<file path="config.mk">
export PLATFORM = sky130hd
export DESIGN_NAME = rhs_cmd_sequencer
export DESIGN_NICKNAME = d
export VERILOG_FILES = /design/src/rtl/rhs_seq_pkg.sv /design/src/rtl/rhs_cmd_ram.sv /design/src/rtl/rhs_cmd_sequencer.sv
export SDC_FILE = /design/constraint.sdc
export NUM_CORES = 1
export LEC_CHECK = 0
export ABC_AREA = 1
export BUFFER_PORTS_ARGS = -buffer_cell sky130_fd_sc_hd__buf_2
export CORE_ASPECT_RATIO = 0.9
export CORE_UTILIZATION = 55
export DETAILED_ROUTE_END_ITERATION = 8
export GPL_ROUTABILITY_DRIVEN = 0
export PLACE_DENSITY = 0.72
export SLEW_MARGIN = 25
export SYNTH_ARGS = -nofsm -noshare
export SYNTH_HDL_FRONTEND = slang
export SYNTH_HIERARCHICAL = 1
export SYNTH_SLANG_ARGS = --single-unit
</file>
<file path="constraint.sdc">
create_clock -name clk -period 6.2 [get_ports clk]
set_input_delay 1.24 -clock clk [delete_from_list [all_inputs] [get_ports clk]]
set_output_delay 1.24 -clock clk [all_outputs]
set_load 0.05 [all_outputs]
</file>
<file path="src/rtl/rhs_seq_pkg.sv">
// rtl/rhs_seq_pkg.sv - shared types and command encoding for the RHS2116 command sequencer
package rhs_seq_pkg;

  localparam int CH_W = 6;

  typedef enum logic [2:0] {
    ST_IDLE,
    ST_INIT_ISSUE,
    ST_INIT_WAIT,
    ST_RUN_TICK,
    ST_RUN_ISSUE,
    ST_RUN_WAIT
  } state_t;

  typedef struct packed {
    logic            valid;
    logic [CH_W-1:0] ch;
  } tag_t;

  function automatic logic [31:0] convert_cmd(input logic [CH_W-1:0] ch);
    return {10'b0, ch, 16'h0000};
  endfunction

endpackage

</file>
<file path="src/rtl/rhs_cmd_ram.sv">
// rtl/rhs_cmd_ram.sv - init-list RAM, synchronous write and registered read
module rhs_cmd_ram #(
  parameter int WIDTH = 32,
  parameter int DEPTH = 32,
  localparam int AW = $clog2(DEPTH)
) (
  input  logic             clk,
  input  logic             we,
  input  logic [AW-1:0]    waddr,
  input  logic [WIDTH-1:0] wdata,
  input  logic [AW-1:0]    raddr,
  output logic [WIDTH-1:0] rdata
);

  logic [WIDTH-1:0] mem [DEPTH];

  always_ff @(posedge clk) begin
    if (we) mem[waddr] <= wdata;
    rdata <= mem[raddr];
  end

endmodule

</file>
<file path="src/rtl/rhs_cmd_sequencer.sv">
// rtl/rhs_cmd_sequencer.sv - replays the init list, then converts all channels per sample tick
module rhs_cmd_sequencer
  import rhs_seq_pkg::*;
#(
  parameter int WORD_LENGTH = 32,
  parameter int NUM_CH      = 16,
  parameter int INIT_DEPTH  = 32,
  localparam int AW = $clog2(INIT_DEPTH)
) (
  input  logic                   clk,
  input  logic                   reset,
  input  logic                   start,
  input  logic                   stop,
  input  logic                   sample_tick,
  input  logic                   cfg_we,
  input  logic [AW-1:0]          cfg_addr,
  input  logic [WORD_LENGTH-1:0] cfg_data,
  input  logic [AW:0]            init_len,
  input  logic                   spi_ready,
  input  logic                   spi_done,
  input  logic [WORD_LENGTH-1:0] spi_rx_1,
  input  logic [WORD_LENGTH-1:0] spi_rx_2,
  output logic                   spi_tx_v,
  output logic [WORD_LENGTH-1:0] spi_tx,
  output logic                   result_v,
  output logic [5:0]             result_ch,
  output logic [15:0]            result_1,
  output logic [15:0]            result_2,
  output logic                   busy,
  output logic                   overrun
);

  localparam logic [CH_W-1:0] LAST_CH = CH_W'(NUM_CH - 1);

  state_t                 state, state_n;
  logic [AW:0]            ptr, ptr_n, len, len_n;
  logic [CH_W-1:0]        ch, ch_n;
  tag_t [1:0]             tags, tags_n;
  logic                   stop_pend, stop_pend_n, overrun_n, to_idle;
  logic                   tx_v_n, res_v_n;
  logic [WORD_LENGTH-1:0] tx_n, rd_data;
  logic [5:0]             res_ch_n;
  logic [15:0]            res1_n, res2_n;
  logic                   unused_rx;

  assign unused_rx = ^{spi_rx_1[WORD_LENGTH-1:16], spi_rx_2[WORD_LENGTH-1:16]};

  // Read address follows the next pointer so the word is ready on entry to INIT_ISSUE.
  rhs_cmd_ram #(.WIDTH(WORD_LENGTH), .DEPTH(INIT_DEPTH)) u_ram (
    .clk   (clk),
    .we    (cfg_we && (state == ST_IDLE)),
    .waddr (cfg_addr),
    .wdata (cfg_data),
    .raddr (ptr_n[AW-1:0]),
    .rdata (rd_data)
  );

  always_comb begin
    state_n     = state;
    ptr_n       = ptr;
    len_n       = len;
    ch_n        = ch;
    tags_n      = tags;
    stop_pend_n = stop_pend | stop;
    overrun_n   = overrun;
    to_idle     = 1'b0;
    tx_v_n      = 1'b0;
    tx_n        = spi_tx;
    res_v_n     = 1'b0;
    res_ch_n    = result_ch;
    res1_n      = result_1;
    res2_n      = result_2;
    case (state)
      ST_IDLE: begin
        stop_pend_n = 1'b0;
        if (start) begin
          overrun_n = 1'b0;
          tags_n    = '0;
          ptr_n     = '0;
          len_n     = init_len;
          state_n   = (init_len == '0) ? ST_RUN_TICK : ST_INIT_ISSUE;
        end
      end
      ST_INIT_ISSUE: begin
        if (stop_pend_n) to_idle = 1'b1;
        else if (spi_ready) begin
          tx_v_n  = 1'b1;
          tx_n    = rd_data;
          state_n = ST_INIT_WAIT;
        end
      end
      ST_INIT_WAIT: begin
        if (spi_done) begin
          if (stop_pend_n) to_idle = 1'b1;
          else begin
            ptr_n   = ptr + (AW+1)'(1);
            state_n = (ptr_n == len) ? ST_RUN_TICK : ST_INIT_ISSUE;
          end
        end
      end
      ST_RUN_TICK: begin
        if (stop_pend_n) to_idle = 1'b1;
        else if (sample_tick) begin
          ch_n    = '0;
          state_n = ST_RUN_ISSUE;
        end
      end
      ST_RUN_ISSUE: begin
        if (stop_pend_n) to_idle = 1'b1;
        else if (spi_ready) begin
          tx_v_n  = 1'b1;
          tx_n    = WORD_LENGTH'(convert_cmd(ch));
          state_n = ST_RUN_WAIT;
        end
      end
      ST_RUN_WAIT: begin
        if (spi_done) begin
          // The RX words of this transfer belong to the command issued two transfers ago.
          if (tags[1].valid) begin
            res_v_n  = 1'b1;
            res_ch_n = tags[1].ch;
            res1_n   = spi_rx_1[15:0];
            res2_n   = spi_rx_2[15:0];
          end
          tags_n = {tags[0], tag_t'{valid: 1'b1, ch: ch}};
          if (stop_pend_n) to_idle = 1'b1;
          else if (ch == LAST_CH) state_n = ST_RUN_TICK;
          else begin
            ch_n    = ch + CH_W'(1);
            state_n = ST_RUN_ISSUE;
          end
        end
      end
      default: to_idle = 1'b1;
    endcase
    if (sample_tick && ((state == ST_RUN_ISSUE) || (state == ST_RUN_WAIT))) overrun_n = 1'b1;
    if (to_idle) begin
      state_n     = ST_IDLE;
      tags_n      = '0;
      stop_pend_n = 1'b0;
    end
  end

  always_ff @(posedge clk or posedge reset) begin
    if (reset) begin
      state     <= ST_IDLE;
      ptr       <= '0;
      len       <= '0;
      ch        <= '0;
      tags      <= '0;
      stop_pend <= 1'b0;
      overrun   <= 1'b0;
      spi_tx_v  <= 1'b0;
      spi_tx    <= '0;
      result_v  <= 1'b0;
      result_ch <= '0;
      result_1  <= '0;
      result_2  <= '0;
      busy      <= 1'b0;
    end else begin
      state     <= state_n;
      ptr       <= ptr_n;
      len       <= len_n;
      ch        <= ch_n;
      tags      <= tags_n;
      stop_pend <= stop_pend_n;
      overrun   <= overrun_n;
      spi_tx_v  <= tx_v_n;
      spi_tx    <= tx_n;
      result_v  <= res_v_n;
      result_ch <= res_ch_n;
      result_1  <= res1_n;
      result_2  <= res2_n;
      busy      <= (state_n != ST_IDLE);
    end
  end

endmodule

</file>
* Yosys cells after proc, flatten, opt, wreduce, memory -nomap -nowiden
Memories as Yosys holds them, arrays and structs flattened. A register that Yosys moved wholly into a read port is not among the register bits.
Cells that the tools add are included.
Widths: inputs -> output; s select.
** Word-level totals
- Register bits :: 110
- Memory bits (writable) :: 1024
- Input bits :: 115
- Output and inout bits :: 74
- Logic and storage cells :: 116
- Memories :: 1
** Operators by class
- Add/sub/neg operators :: 2
- Eq/ne operators :: 21
- Muxes and demuxes :: 51
- Bitwise logic cells :: 1
- Reductions and logical operators :: 22
** Memories
- u_ram.mem :: words 32, bits a word 32, rd ports 1, clocked after memory_dff 1, write ports 1, line rhs_cmd_ram.sv:15 : logic [WIDTH-1:0] mem [DEPTH];
** Operator list (count)
- $mux 32 :: 4
- $pmux 32 s2 :: 1
- $mux 6 :: 8
- $mux 14 :: 3
- $mux 3 :: 13
- $pmux 14 s2 :: 1
- $ne 2x2->1 const B :: 12
- $pmux 6 s2 :: 2
- $pmux 3 s6 :: 1
- $mux 1 :: 15
- $add 6x1->6 const B :: 2
- $reduce_bool 2->1 :: 5
- $eq 3x2->1 const B :: 2
- $eq 3x3->1 const B :: 2
- $eq 6x4->1 const B :: 1
- $eq 6x6->1 :: 1
- $logic_not 6->1 :: 1
- $ne 3x3->1 const B :: 2
- $reduce_and 3->1 :: 2
- $reduce_and 6->1 :: 1
- $reduce_bool 3->1 :: 2
- $reduce_and 5->1 :: 1
- $mux 2 :: 2
- $reduce_and 2->1 :: 2
- other kinds (9) :: 11

* Logic depth before layout (Yosys ltp)
- Depth in word-level cells :: 8
- Depth in mapped cells :: 20
- Mapped depth without buffers :: 17

* Hierarchy
Netlist, hierarchy kept.
** By module, submodules not included
- rhs_cmd_ram :: instances 1, cells an instance 3536, area an instance 42405.7 um^2, sequential area each 31390.1 um^2
- rhs_cmd_sequencer :: instances 1, cells an instance 581, area an instance 4924.7 um^2, sequential area each 2752.6 um^2

* Worst setup path after synthesis
OpenSTA, ideal clock, no wires.
- Kind :: in2reg
- Start :: input cfg_we
- End :: memory u_ram.mem[27][10], enable pin
- Library setup time :: 0.421 ns
- Arrival :: 3.089 ns
- Required time :: 5.779 ns
- Setup slack :: 2.690 ns
- Stages on the path :: 4
- Path buffers :: 0
- Path through :: inv_1 > nor2_1 > nand3_1 > nor2_1
** Between the ends
- Word-level cells in the longest chain between the ends :: 3
** RTL lines
- start, declared :: line rhs_cmd_sequencer.sv:15 : input logic cfg_we,
- $logic_and 1x1->1 :: line rhs_cmd_sequencer.sv:51 : .we (cfg_we && (state == ST_IDLE)),
- $mux 1 :: line rhs_cmd_ram.sv:18 : if (we) mem[waddr] <= wdata;
- $mux 1 (not written as such) :: line rhs_cmd_ram.sv:18
- end, declared :: line rhs_cmd_ram.sv:15
No other way between the ends.

* Final worst setup path
- Start :: input stop
- End :: register u_ram.rdata[18], read port of u_ram.mem
** Between the ends
- Word-level cells in the longest chain between the ends :: 4
** RTL lines
- start, declared :: line rhs_cmd_sequencer.sv:13 : input logic stop,
- $or 1x1->1 :: line rhs_cmd_sequencer.sv:64 : stop_pend_n = stop_pend | stop;
- $mux 6 :: line rhs_cmd_sequencer.sv:94 : if (stop_pend_n) to_idle = 1'b1;
- $mux 6 :: line rhs_cmd_sequencer.sv:93 : if (spi_done) begin
- $pmux 6 s2 :: line rhs_cmd_sequencer.sv:73 : case (state)
- net ptr_n[1] :: line rhs_cmd_sequencer.sv:36 : logic [AW:0] ptr, ptr_n, len, len_n;
- end, declared :: line rhs_cmd_ram.sv:12 : output logic [WIDTH-1:0] rdata
The timed path passes the listed nets, and every way through them passes these cells. The select of a mux whose other input is x is not followed.
A chain may end at the register's enable or synchronous reset.

==> flow_summary.ini <==
[cells_and_area]
fin_area_sq_um = 52500
syn2layout_area_growth_pct = 10.9
fin_nets = 4333
drive_gt1_share_pct = 10.9

[hold_path]
hp-class = reg2reg

[sta]
finalSetupTns_ns = 0
final-hold-violation-count = 0
finalCritPeriodShare_pct = 67.6
drv_slew = 70
worst-slew-pin-transition_ns = 1.65
period_minus_slack_ns = 4.19
finClkSkew_ns = 0.0233
rsz0062_at_grt = false
setup_slack_ns = 2.01
finalSetupViolCount = 0
max_freq_mhz = 239
max_slew_margin_pct = -10.1

[logic_synthesis]
synth_cell_type_count = 37
postSynthAreaPerCell_sq_um = 11.5
synth_flop_cell = edfxtp_1
synthTopCellsByArea = edfxtp_1, nand2_1, nand3_1, dfrtp_1, buf_6
synth_commonest_cells = nand2_1, edfxtp_1, nand3_1, dfrtp_1, buf_2
seq_area_frac_synth_pct = 72.1
ys_ff_latch = 1166
syn_inst = 4117
synthArstFlopShare_pct = 9.43
yosysMostFrequentCell = nand2_1
synth_top_area_share_pct = 65.0
synth_area_leader_cell = edfxtp_1
synth_fp_nets = 4234
yosys_warnings = 6
synth_edf_count = 1024
syn-cell-area_sq_um = 47300

[placed_design]
hpwl_mm = 61.0
pre_cts_slack_ns = 1.49
io_buffers = 156
dpl_cell_area_sq_um = 48900

[routing]
dr_wl_met3_mm = 13.6
wire_per_inst_um = 21.8
drc = 0
met1Wirelength_mm = 47.5
topRoutingLayerUsed = met5
vias = 31321
postRouteAntennaNets = 0
first_iter_violations = 3457
met2_length_mm = 53.7
drt_wl_total_mm = 119
viasPerCell = 5.75
drtPass1Iterations = 8

[worst_setup_path]
cp.required_ns = 6.71
path_class = in2reg
worstPathMaxFanout = 186
cp-start-kind = primary input
cp_data_arrival_time_ns = 4.70
worstSetupEndpointType = flip-flop

[power]
seqPwrFrac_pct = 48.7
power.leakage_nw = 20.0
comb_power_share_pct = 15.5
p_clk_share_pct = 35.8
p_per_area_nw_per_um2 = 353
cell_internal_pwr_mw = 13.3
p_switching_mw = 5.22
vdd_drop_max_v = 0.000276
swShare_pct = 28.1

[clock_tree]
cts_tree = yes
cts_resized = 0
postCtsHoldBufs = 0
clk_pin_slew_worst_paths_ns = 0.06
cts_buffer_depth = 3
h-tree-depth = 3
clkSinkCount = 1166
clk_latency_ns = 0.70
cts_root_buf = clkbuf_16
cts_buffers = 111
postCtsSetupBuffers = 0

[flow_run]
max-cap-violations = 0

[run_status]
violations = max-slew violations
status = complete, but fails checks

[global_route]
overflow = 0
grt_antenna_before_repair = 3
grt_max_degree = 190
grt_pass1_wl_mm = 176
first_global_vias = 28978
grt.total_usage_pct = 27.0

[die]
ios = 189
dieArea_sq_um = 87200
rows = 101
dieWidth_um = 311
die_h_um = 280
core-area_sq_um = 84800
floorplan.initialDensity_pct = 55.8
-- final cells by class --
type	count	area (sq um)
Antenna cell	1	2.50
Clock buffer	162	3140
Clock inverter	48	458
Fill cell	6486	32300
Inverter	60	267
Multi-Input combinational cell	2652	11600
Sequential cell	1166	34100
Tap cell	1133	1420
Timing Repair Buffer	225	1490
-- cell families after synthesis --
| family | after synthesis | synth area share, % |
|---|---|---|
| adders and majority gates | 2 | 0.0529 |
| and+or+nand+nor | 2599 | 23.1 |
| buffers and inverters | 299 | 4.03 |
| AOI/OAI and AO/OA | 49 | 0.632 |
| xor gates and xnor gates | 2 | 0.0370 |
| DFF | 1166 | 72.1 |
-- power by group through the flow --
| stage | logic (mW) | registers, mW | clock network (mW) |
|---|---|---|---|
| 2_1_floorplan | 1.90 | 9.51 | 0 |
| 3_3_place_gp | 2.79 | 9.19 | 0 |
| 3_5_place_dp | 2.85 | 9.19 | 0 |
| 4_1_cts | 2.86 | 9.03 | 6.71 |
| 5_1_grt | 3.18 | 9.06 | 7.00 |
| 6_report | 2.88 | 9.04 | 6.64 |
-- worst max-delay path, cell delays in order --
cell	delay (ns)
buf_2	0.11
nor2_1	0.12
inv_2	0.10
nor2_1	0.24
inv_1	0.09
nor2_1	0.19
inv_1	0.23
o21ai_4	0.33
buf_12	0.48
nand3_1	0.31
nand3_1	0.19
nand2_1	0.07
nand2_1	0.06
nand2_1	0.05
nand2_1	0.05
nand2_1	0.18
-- final timing paths --
check | start | endpoint | slack (ns) | cells after the start
worst max register to register | stop_pend | u_ram/rdata[18] | 2.33 | 15
min in group asynchronous | reset | spi_tx[21] | 0.72 | 2
worst min-delay path | u_ram/rdata[0] | spi_tx[0] | 0.45 | 2
worst min register to register | u_ram/rdata[0] | spi_tx[0] | 0.45 | 2
worst max-delay path | stop | u_ram/rdata[18] | 2.01 | 16
max in group asynchronous | reset | result_2[10] | 4.37 | 3
-- routing by layer --
layer,global-route usage [%],vias to the layer above
met3,6.36,222
met2,41.7,1599
met4,9.26,2
li1,-,14390
met5,1.39,-
met1,37.8,15108
-- registers in the layout, indices dropped and copies added (netlist names) --
name and flops:
u_ram/mem 1024, result_ch 6, busy 1, result_2 16, ptr 6, u_ram/rdata 32, spi_tx_v 1, len 6
overrun 1, result_v 1, result_1 16, state 3, spi_tx 32, ch 6, tags 14, stop_pend 1
-- metrics by stage --
| step | util [%] | hold WS (ns) | total power [mW] | std cells |
|---|---|---|---|---|
| 2_1_floorplan | - | 0.427 | 11.4 | 4117 |
| 3_3_place_gp | 57.7 | 0.437 | 12.0 | 5236 |
| 3_5_place_dp | 57.7 | 0.442 | 12.0 | 5236 |
| 4_1_cts | 61.9 | 0.450 | 18.6 | 5446 |
| 5_1_grt | 61.9 | 0.479 | 19.2 | 5447 |
| 6_report | 61.9 | 0.447 | 18.6 | 5447 |
-- layout by cell type (no fill, tap or decap), types with 8 or more instances in the layout --
| master | n |
|---|---|
| nor2_1 | 29 |
| edfxtp_1 | 1024 |
| clkbuf_16 | 113 |
| clkinv_1 | 8 |
| o21ai_2 | 10 |
| buf_2 | 156 |
| nand2_2 | 8 |
| o21ai_0 | 20 |
| clkbuf_8 | 13 |
| nor2_4 | 36 |
| buf_4 | 54 |
| nand3_1 | 860 |
| clkinv_2 | 22 |
| inv_1 | 46 |
| dfxtp_1 | 32 |
| buf_12 | 15 |
| nand2_1 | 1653 |
| clkbuf_1 | 36 |
| dfrtp_1 | 110 |
Note: power is estimated with default switching activity, not from simulation.
